--- src/rtl/apu_pkg.sv ---
// Shared APU constants: default frame-sequencer step counts and mode encoding.
// Pure declarations; no logic, latency or flow control.
package apu_pkg;

   localparam int STEP1_DEF = 7457;
   localparam int STEP2_DEF = 14913;
   localparam int STEP3_DEF = 22371;
   localparam int STEP4_DEF = 29829;
   localparam int STEP5_DEF = 37281;
   localparam int CW_DEF    = 16;

   typedef enum logic {
      MODE_4STEP = 1'b0,
      MODE_5STEP = 1'b1
   } apu_mode_e;

endpackage

--- src/rtl/apu_tick_detect.sv ---
// Rising-edge detector for the prescaler's apu_clk; tick is combinational, one clk wide.
// No backpressure: every rising edge produces exactly one tick.
module apu_tick_detect (
   input  logic clk,
   input  logic rst_n,
   input  logic apu_clk,
   output logic tick
);

   logic apu_clk_q;

   always_ff @(posedge clk or negedge rst_n) begin
      if (!rst_n) apu_clk_q <= 1'b0;
      else        apu_clk_q <= apu_clk;
   end

   assign tick = apu_clk & ~apu_clk_q;

endmodule

--- src/rtl/apu_frame_sequencer.sv ---
// APU frame sequencer: counts ticks, issues quarter/half-frame strobes and the frame IRQ.
// Strobes and IRQ are registered one clk after the tick or config write; no backpressure.
module apu_frame_sequencer
   import apu_pkg::*;
#(
   parameter int STEP1 = STEP1_DEF,
   parameter int STEP2 = STEP2_DEF,
   parameter int STEP3 = STEP3_DEF,
   parameter int STEP4 = STEP4_DEF,
   parameter int STEP5 = STEP5_DEF,
   parameter int CW    = CW_DEF
) (
   input  logic       clk,
   input  logic       rst_n,
   input  logic       apu_clk,
   input  logic       cfg_we,
   input  logic       cfg_mode,
   input  logic       cfg_irq_inhibit,
   input  logic       irq_ack,
   output logic       quarter_frame,
   output logic       half_frame,
   output logic       frame_irq,
   output logic [2:0] step
);

   localparam logic [CW-1:0] S1 = CW'(STEP1);
   localparam logic [CW-1:0] S2 = CW'(STEP2);
   localparam logic [CW-1:0] S3 = CW'(STEP3);
   localparam logic [CW-1:0] S4 = CW'(STEP4);
   localparam logic [CW-1:0] S5 = CW'(STEP5);

   logic            tick;
   apu_mode_e       mode_q;
   logic            inhibit_q;
   logic [CW-1:0]   count_q;
   logic [2:0]      step_q;
   logic            quarter_q;
   logic            half_q;
   logic            irq_q;

   logic hit1, hit2, hit3, hit4, hit5;
   logic mode5, at_last, last_ev, irq_set;

   apu_tick_detect u_tick (
      .clk     (clk),
      .rst_n   (rst_n),
      .apu_clk (apu_clk),
      .tick    (tick)
   );

   // Comparators look at the pre-increment count.
   assign hit1    = (count_q == S1);
   assign hit2    = (count_q == S2);
   assign hit3    = (count_q == S3);
   assign hit4    = (count_q == S4);
   assign hit5    = (count_q == S5);
   assign mode5   = (mode_q == MODE_5STEP);
   assign at_last = mode5 ? hit5 : hit4;
   assign last_ev = at_last;
   assign irq_set = tick & hit4 & ~mode5 & ~inhibit_q;

   always_ff @(posedge clk or negedge rst_n) begin
      if (!rst_n) begin
         mode_q    <= MODE_4STEP;
         inhibit_q <= 1'b0;
         count_q   <= '0;
         step_q    <= 3'd0;
         quarter_q <= 1'b0;
         half_q    <= 1'b0;
         irq_q     <= 1'b0;
      end else begin
         quarter_q <= 1'b0;
         half_q    <= 1'b0;
         if (cfg_we) begin
            // A write restarts the frame and swallows any coincident tick.
            mode_q    <= apu_mode_e'(cfg_mode);
            inhibit_q <= cfg_irq_inhibit;
            count_q   <= '0;
            step_q    <= 3'd0;
            if (cfg_irq_inhibit || irq_ack) irq_q <= 1'b0;
            if (cfg_mode) begin
               quarter_q <= 1'b1;
               half_q    <= 1'b1;
            end
         end else begin
            if (tick) begin
               count_q   <= at_last ? '0 : count_q + 1'b1;
               if (at_last)                          step_q <= 3'd0;
               else if (hit1 | hit2 | hit3 | hit4)   step_q <= step_q + 3'd1;
               quarter_q <= hit1 | hit2 | hit3 | last_ev;
               half_q    <= hit2 | last_ev;
            end
            if (irq_set)      irq_q <= 1'b1;
            else if (irq_ack) irq_q <= 1'b0;
         end
      end
   end

   assign quarter_frame = quarter_q;
   assign half_frame    = half_q;
   assign frame_irq     = irq_q;
   assign step          = step_q;

endmodule

--- config.mk ---
export PLATFORM = sky130hd
export DESIGN_NAME = apu_frame_sequencer
export DESIGN_NICKNAME = d
export VERILOG_FILES = /design/src/rtl/apu_pkg.sv /design/src/rtl/apu_tick_detect.sv /design/src/rtl/apu_frame_sequencer.sv
export SDC_FILE = /design/constraint.sdc
export NUM_CORES = 1
export LEC_CHECK = 0
export BUFFER_PORTS_ARGS = -buffer_cell sky130_fd_sc_hd__buf_4
export CORE_UTILIZATION = 50
export DETAILED_ROUTE_END_ITERATION = 10
export PLACE_DENSITY = 0.69
export SYNTH_ARGS = -nofsm -noshare
export SYNTH_HDL_FRONTEND = slang
export SYNTH_HIERARCHICAL = 1
export SYNTH_SLANG_ARGS = --single-unit
--- constraint.sdc ---
create_clock -name clk -period 5 [get_ports clk]
set_input_delay 0.5 -clock clk [delete_from_list [all_inputs] [get_ports clk]]
set_output_delay 0.5 -clock clk [all_outputs]
set_load 0.02 [all_outputs]
==> results.json, run 1 <==
{
  "outcome": "complete, but fails checks",
  "violations": "DRC",
  "clk_path_buf_depth": 2,
  "drt_iter0_markers": 42,
  "met3_usage_pct": 2.72,
  "cts_tree": "yes",
  "final_hold_viol_count": 0,
  "layout-drive-gt1-share_pct": 17.2,
  "relSlewSlack_pct": 32.4,
  "maxSlewViolCount": 0,
  "io-pin-count": 13,
  "syn_area_per_cell_um2": 9.87,
  "netlist_area_um2": 1530,
  "clk_pin_slew_ns": 0.13,
  "final_cell_mix": "dfrtp_1, nor2_1, buf_4",
  "nNetsFinal": 174,
  "hpwl_um": 2160,
  "critPathMaxFanout": 14,
  "setup_tns_ns": 0,
  "synthFlopType": "dfrtp_1",
  "place_ws_ns": 2.41,
  "synth.distinct_cells": 45,
  "rsz0062_at_grt": "no",
  "syn2layout_area_growth_pct": 5.72,
  "num_vias": 1175,
  "via_per_inst": 6.06,
  "grt_pass1_vias": 1145,
  "crit_arrival_ns": 2.81,
  "grt_max_degree": 26,
  "hp-class": "in -> async",
  "min_period_ns": 2.64,
  "fmaxAchievable_ghz": 0.378,
  "ir_worst_vdd_v": 0.000180,
  "remaining_drc_errors": 2,
  "async_flop_share_pct": 100,
  "ys_warn_count": 6,
  "ys_seq_elements": 25,
  "worstSkewPairLatency_ns": 0.32,
  "grtUsageMet2_pct": 32.1,
  "port_buffers": 12,
  "wl_per_cell_um": 15.0,
  "cp-start-kind": "flip-flop",
  "die_width_um": 57.3,
  "busiest_layer": "met2",
  "wl_um": 2910,
  "start_util_pct": 54.1,
  "grt_pass1_wl_um": 5000,
  "ctsHoldBuffers": 0,
  "p_per_area_nw_per_um2": 198,
  "synth_top_area_share_pct": 40.9,
  "synth_nets": 165,
  "core_area_um2": 2830,
  "setup_slack_ns": 2.36,
  "firstDrtPassIters": 7,
  "fill_cells": 237,
  "final_common_cell": "dfrtp_1",
  "cts_buffers": 3,
  "netlist_instances": 155,
  "p_comb_share_pct": 7.6,
  "gp_congestion": 0.887,
  "power.leakage_nw": 0.672,
  "cts_resized": 0,
  "seq_area_frac_synth_pct": 40.9,
  "critPathRequiredTime_ns": 5.17,
  "fin_skew_ns": 0.00691,
  "tightestPinTransition_ns": 1.01,
  "cts_sinks": 25,
  "end_kind": "flip-flop",
  "p_total_w": 0.000321,
  "ys_top_cells_by_area": "dfrtp_1, nor2_1, xor2_1",
  "track_usage_pct": 19.9,
  "gr-usage-met1_pct": 25.5,
  "grt_overflow": 0,
  "final_core_util_pct": 57.2,
  "synth-edff-count": 0,
  "root_buffer": "clkbuf_4",
  "postCtsSetupBuffers": 0,
  "hold_ws_ns": 0.0513,
  "internal_power_w": 0.000245,
  "fp.dieH_um": 57.3,
  "worstSetupPathType": "reg -> reg",
  "max_cap_viol_count": 0,
  "grt_antenna_before_repair": 0,
  "antenna_cells": 0,
  "p_sw_share_pct": 23.7,
  "finalCritPeriodShare_pct": 52.9,
  "row_count": 19,
  "die_area_um2": 3290,
  "p_clk_share_pct": 27.3,
  "yosys.area.top_type": "dfrtp_1",
  "ant_nets": 0,
  "setup_viol": 0,
  "p_sw_w": 0.0000760,
  "p_seq_share_pct": 65.0,
  "htree_levels": 1
}
## worst paths after layout
path,startpoint,endpoint,cells after the start,slack (ns)
min in group clk,apu_clk,u_tick/apu_clk_q$_DFF_PN0_,1,0.28
max in group asynchronous,rst_n,count_q[6]$_DFFE_PN0P_,1,4.71
worst min register to register,inhibit_q$_DFFE_PN0P_,inhibit_q$_DFFE_PN0P_,1,0.54
worst min-delay path,rst_n,step[1]$_DFFE_PN0P_,1,0.05
worst max register to register,count_q[1]$_DFFE_PN0P_,count_q[14]$_DFFE_PN0P_,7,2.36
worst max-delay path,count_q[1]$_DFFE_PN0P_,count_q[14]$_DFFE_PN0P_,7,2.36
## kinds of logic (layout without fill, tap and decap cells)
kind of cell	after synthesis	in the layout	share of synthesized area (%)
AO/OA/AOI/OAI	22	22	11.4
XOR/XNOR	13	13	7.44
AND/OR/NAND/NOR	75	75	30.6
multiplexers	1	1	0.736
adder cells (fa/ha/maj)	3	3	2.45
buffers and inverters	16	24	6.46
flip-flops	25	25	40.9
## stage by stage
stage / instance area, um^2 / std cells
final: 1620 / 194
after global routing: 1620 / 194
after CTS: 1620 / 194
after detailed placement: 1590 / 190
after global placement: 1590 / 190
after floorplan: 1530 / 155
## registers in the layout (all words and copies together) (netlist names)
register          cells
frame_irq             1
u_tick/apu_clk_q      1
count_q              16
mode5                 1
inhibit_q             1
half_frame            1
quarter_frame         1
step                  3
## critical path: stages, from the launching register on
cell	delay, ns
dfrtp_1	0.45
inv_1	0.08
ha_1	0.16
nor4b_1	0.41
nand4_1	0.13
o32a_2	0.30
o21bai_1	0.82
nor2_1	0.14
## area by class of cell
class                   count  area (um^2)  area share (%)
multi-input cells         114          806            49.8
flip-flops and latches     25          626            38.7
repair buffers             12         90.1            5.57
well taps                  31         38.8            2.40
inverters                   8         30.0            1.86
clock buffers               3         22.5            1.39
clock inverters             1         5.00           0.309
## cells in the mapped netlist, drive strengths merged, types with 3 or more instances
cell,number
dfrtp,25
nor2,22
inv,8
nand2,8
xor2,8
buf,7
nand3b,7
nand4,7
nand3,6
o21ai,6
xnor2,5
a21oi,3
ha,3
nor3,3
nor3b,3
o211ai,3
o311ai,3
## power by group through the flow
| stage | registers [W] | logic, W | clock network, W |
|---|---|---|---|
| 2_1_floorplan | 0.000213 | 0.0000146 | 0 |
| 3_3_place_gp | 0.000212 | 0.0000244 | 0 |
| 3_5_place_dp | 0.000212 | 0.0000248 | 0 |
| 4_1_cts | 0.000209 | 0.0000249 | 0.0000938 |
| 5_1_grt | 0.000209 | 0.0000276 | 0.0000994 |
| 6_report | 0.000209 | 0.0000245 | 0.0000876 |
## metal layers
metal,up-vias,wire (um)
met5,-,0
met4,0,97
met3,9,97
met2,29,1360
met1,564,1350
li1,573,-
(Power assumes the default switching activity.)
==> run 2, diff against run 1 <==
Settings changed: ABC_AREA set to 1, PLACE_DENSITY 0.69 to 0.71.
Clock period 5 ns to 2.22 ns, I/O delays scaled along.
==> run 2 against run 1 <==
  * The run now ends clean
  * Final area grew 9.0%
  * Non-clock buffer count grew 2
  * Die area grew 4.9%
  * Largest power group unchanged
==> results.json, run 2 <==
{
  "synth_top_family_by_area": "simple AND/OR/NAND/NOR gates",
  "drt_iter0_markers": 91,
  "core_area_um2": 3050,
  "gp_congestion": 0.945,
  "netlist_area_um2": 1610,
  "relSlewSlack_pct": 75.0,
  "grt_max_degree": 26,
  "holdCritStartpoint": "irq_ack",
  "reg2reg_from": "count_q[1]$_DFFE_PN0P_",
  "crit_arrival_ns": 1.99,
  "async_flop_share_pct": 100,
  "synth-edff-count": 0,
  "setup_slack_ns": 0.445,
  "min_period_ns": 1.77,
  "clk_pin_slew_ns": 0.14,
  "wl_um": 3440,
  "yosys.area_share.simple_pct": 42.4,
  "die_area_um2": 3450,
  "nNetsFinal": 258,
  "grt_pass1_vias": 1304,
  "p_seq_share_pct": 60.3,
  "syn_area_per_cell_um2": 6.87,
  "ir_worst_vdd_v": 0.000297,
  "outcome": "completed",
  "via_per_inst": 4.97,
  "max_cap_viol_count": 0,
  "htree_levels": 1,
  "synth.distinct_cells": 23,
  "num_vias": 1446,
  "seq_area_frac_synth_pct": 38.9,
  "synth_nets": 244,
  "ant_nets": 0,
  "final_hold_viol_count": 0,
  "grt_antenna_before_repair": 0,
  "critPathTopFamily": "simple AND/OR/NAND/NOR gates",
  "port_buffers": 12,
  "postCtsSetupBuffers": 0,
  "finalCritPeriodShare_pct": 79.9,
  "critPathLaunch": "count_q[1]$_DFFE_PN0P_",
  "synth-adder-area-share_pct": 2.33,
  "final_cell_mix": "nand2_1, nor2_1, dfrtp_1, inv_1, nand3_1",
  "final_common_cell": "nand2_1",
  "yosys.area.top_type": "dfrtp_1",
  "cts_buffers": 3,
  "crit_top_cell": "nor2_1",
  "ys_warn_count": 6,
  "setup_viol": 0,
  "p_comb_share_pct": 13.9,
  "maxSlewViolCount": 0,
  "p_sw_w": 0.000222,
  "synth_compound_area_share_pct": 4.20,
  "fin_skew_ns": 0.00486,
  "p_total_w": 0.000805,
  "critPathRequiredTime_ns": 2.44,
  "p_clk_share_pct": 25.8,
  "internal_power_w": 0.000582,
  "hold_ws_ns": 0.0700,
  "worst_path_largest_cell_delay_ns": 0.42,
  "tightestPinTransition_ns": 0.375,
  "p_per_area_nw_per_um2": 456,
  "io-pin-count": 13,
  "place_ws_ns": 0.482,
  "root_buffer": "clkbuf_4",
  "cts_tree": "yes",
  "p_sw_share_pct": 27.6,
  "start_util_pct": 52.7,
  "grt_pass1_wl_um": 5690,
  "post-place-cells": 285,
  "clk_path_buf_depth": 2,
  "stdcell_count": 291,
  "largest_reg_flops": 16,
  "fmaxAchievable_ghz": 0.563,
  "die_width_um": 58.7,
  "antenna_cells": 0,
  "cts_sinks": 25,
  "row_count": 20,
  "netlist_instances": 234,
  "ctsHoldBuffers": 1,
  "synth_xor_area_share_pct": 3.81,
  "critPathMaxFanout": 11,
  "cp-start-kind": "flip-flop",
  "regMostFlops": "count_q",
  "ys_seq_elements": 25,
  "worstSkewPairLatency_ns": 0.32,
  "track_usage_pct": 21.6,
  "cts_resized": 0,
  "firstDrtPassIters": 4,
  "netlist_top_cells_count": "nand2_1, nor2_1, dfrtp_1",
  "setup_tns_ns": 0,
  "hp-class": "in -> reg",
  "grt_overflow": 0,
  "remaining_drc_errors": 0,
  "crit_chain": "inv_1 -> ha_1 -> inv_1 -> nor2_1 -> nand3_1 -> nor2_1 -> nand2_1 -> nand3_2 -> nand2_2 -> inv_2 -> nor2_1",
  "rsz0062_at_grt": "no",
  "fill_cells": 305,
  "cp_num_buf_inv": 3,
  "power.leakage_nw": 0.787,
  "wl_per_cell_um": 11.8,
  "fp.dieH_um": 58.7,
  "layout-drive-gt1-share_pct": 13.0,
  "synth.area.mux_share_pct": 0,
  "worstSetupPathType": "reg -> reg",
  "synth_top_area_share_pct": 38.9,
  "ys_top_cells_by_area": "dfrtp_1, nand2_1, nor2_1",
  "yosysMostFrequentCell": "nand2_1",
  "end_kind": "flip-flop",
  "crit_slowest_cell": "dfrtp_1",
  "hpwl_um": 2600,
  "synthFlopType": "dfrtp_1",
  "syn2layout_area_growth_pct": 9.73
}
## run 2: cell types whose count changed in the layout (fill, tap and decap cells not counted), moves of 4 or more
| cell | before | now |
|---|---|---|
| nand2_1 | 8 | 59 |
| nand3_1 | 6 | 23 |
| nand3b_1 | 6 | 0 |
| nor2_2 | 0 | 7 |
| nand4_1 | 7 | 3 |
| inv_1 | 8 | 24 |
| xnor2_1 | 5 | 1 |
| nor2_1 | 22 | 49 |
## run 2: worst paths after layout
| path | end | slack (ns) | depth (start not counted) |
|---|---|---|---|
| min in group asynchronous | mode5$_DFFE_PN0P_ | 0.32 | 2 |
| worst max-delay path | count_q[15]$_DFFE_PN0P_ | 0.45 | 11 |
| max in group asynchronous | count_q[5]$_DFFE_PN0P_ | 1.67 | 2 |
| worst min-delay path | frame_irq$_DFFE_PN0P_ | 0.07 | 2 |
| worst min register to register | step[1]$_DFFE_PN0P_ | 0.52 | 2 |
| worst max register to register | count_q[15]$_DFFE_PN0P_ | 0.45 | 11 |
## run 2: cell families (layout without fill, tap and decap cells)
| kind of cell | count (synthesis) | in the layout |
|---|---|---|
| compound gates | 13 | 13 |
| xor+xnor | 7 | 7 |
| fa+ha+maj | 3 | 3 |
| buf+inv | 31 | 44 |
| flops | 25 | 25 |
| simple gates | 155 | 155 |
## run 2: layout make-up
class / instances / area [um^2] / area share [%]
multi-input combinational: 178 / 848 / 48.1
sequential: 25 / 626 / 35.5
timing repair buffer: 14 / 110 / 6.24
inverter: 26 / 97.6 / 5.53
tap: 44 / 55.1 / 3.12
clock buffer: 3 / 22.5 / 1.28
clock inverter: 1 / 5.00 / 0.284
## run 2: per-stage QoR
stage	area (um^2)	utilization (%)
finish	1760	57.8
global route	1760	57.8
CTS	1750	57.5
detailed placement	1720	56.2
global placement	1720	56.2
floorplan	1610	-
## run 2: power groups by stage
stage / combinational [W] / clock (W) / sequential (W)
floorplan: 0.0000557 / 0 / 0.000505
global placement: 0.000110 / 0 / 0.000493
detailed placement: 0.000110 / 0 / 0.000494
CTS: 0.000112 / 0.000212 / 0.000485
global route: 0.000126 / 0.000229 / 0.000487
finish: 0.000112 / 0.000208 / 0.000485
## run 2: worst reg2reg max path, delay by kind of cell, from the launching register on
family                   cells  cell delay (ns)
adder cells (fa/ha/maj)      1             0.18
buffers and inverters        3             0.35
flip-flops                   1             0.42
AND/OR/NAND/NOR              7             0.72
## run 2: per-layer routing
metal | GRT usage [%] | wire (um) | up-vias
met5 | 0 | 0 | -
li1 | - | - | 760
met1 | 32.8 | 1790 | 638
met2 | 32.0 | 1460 | 39
met3 | 1.98 | 120 | 9
met4 | 8.16 | 69 | 0
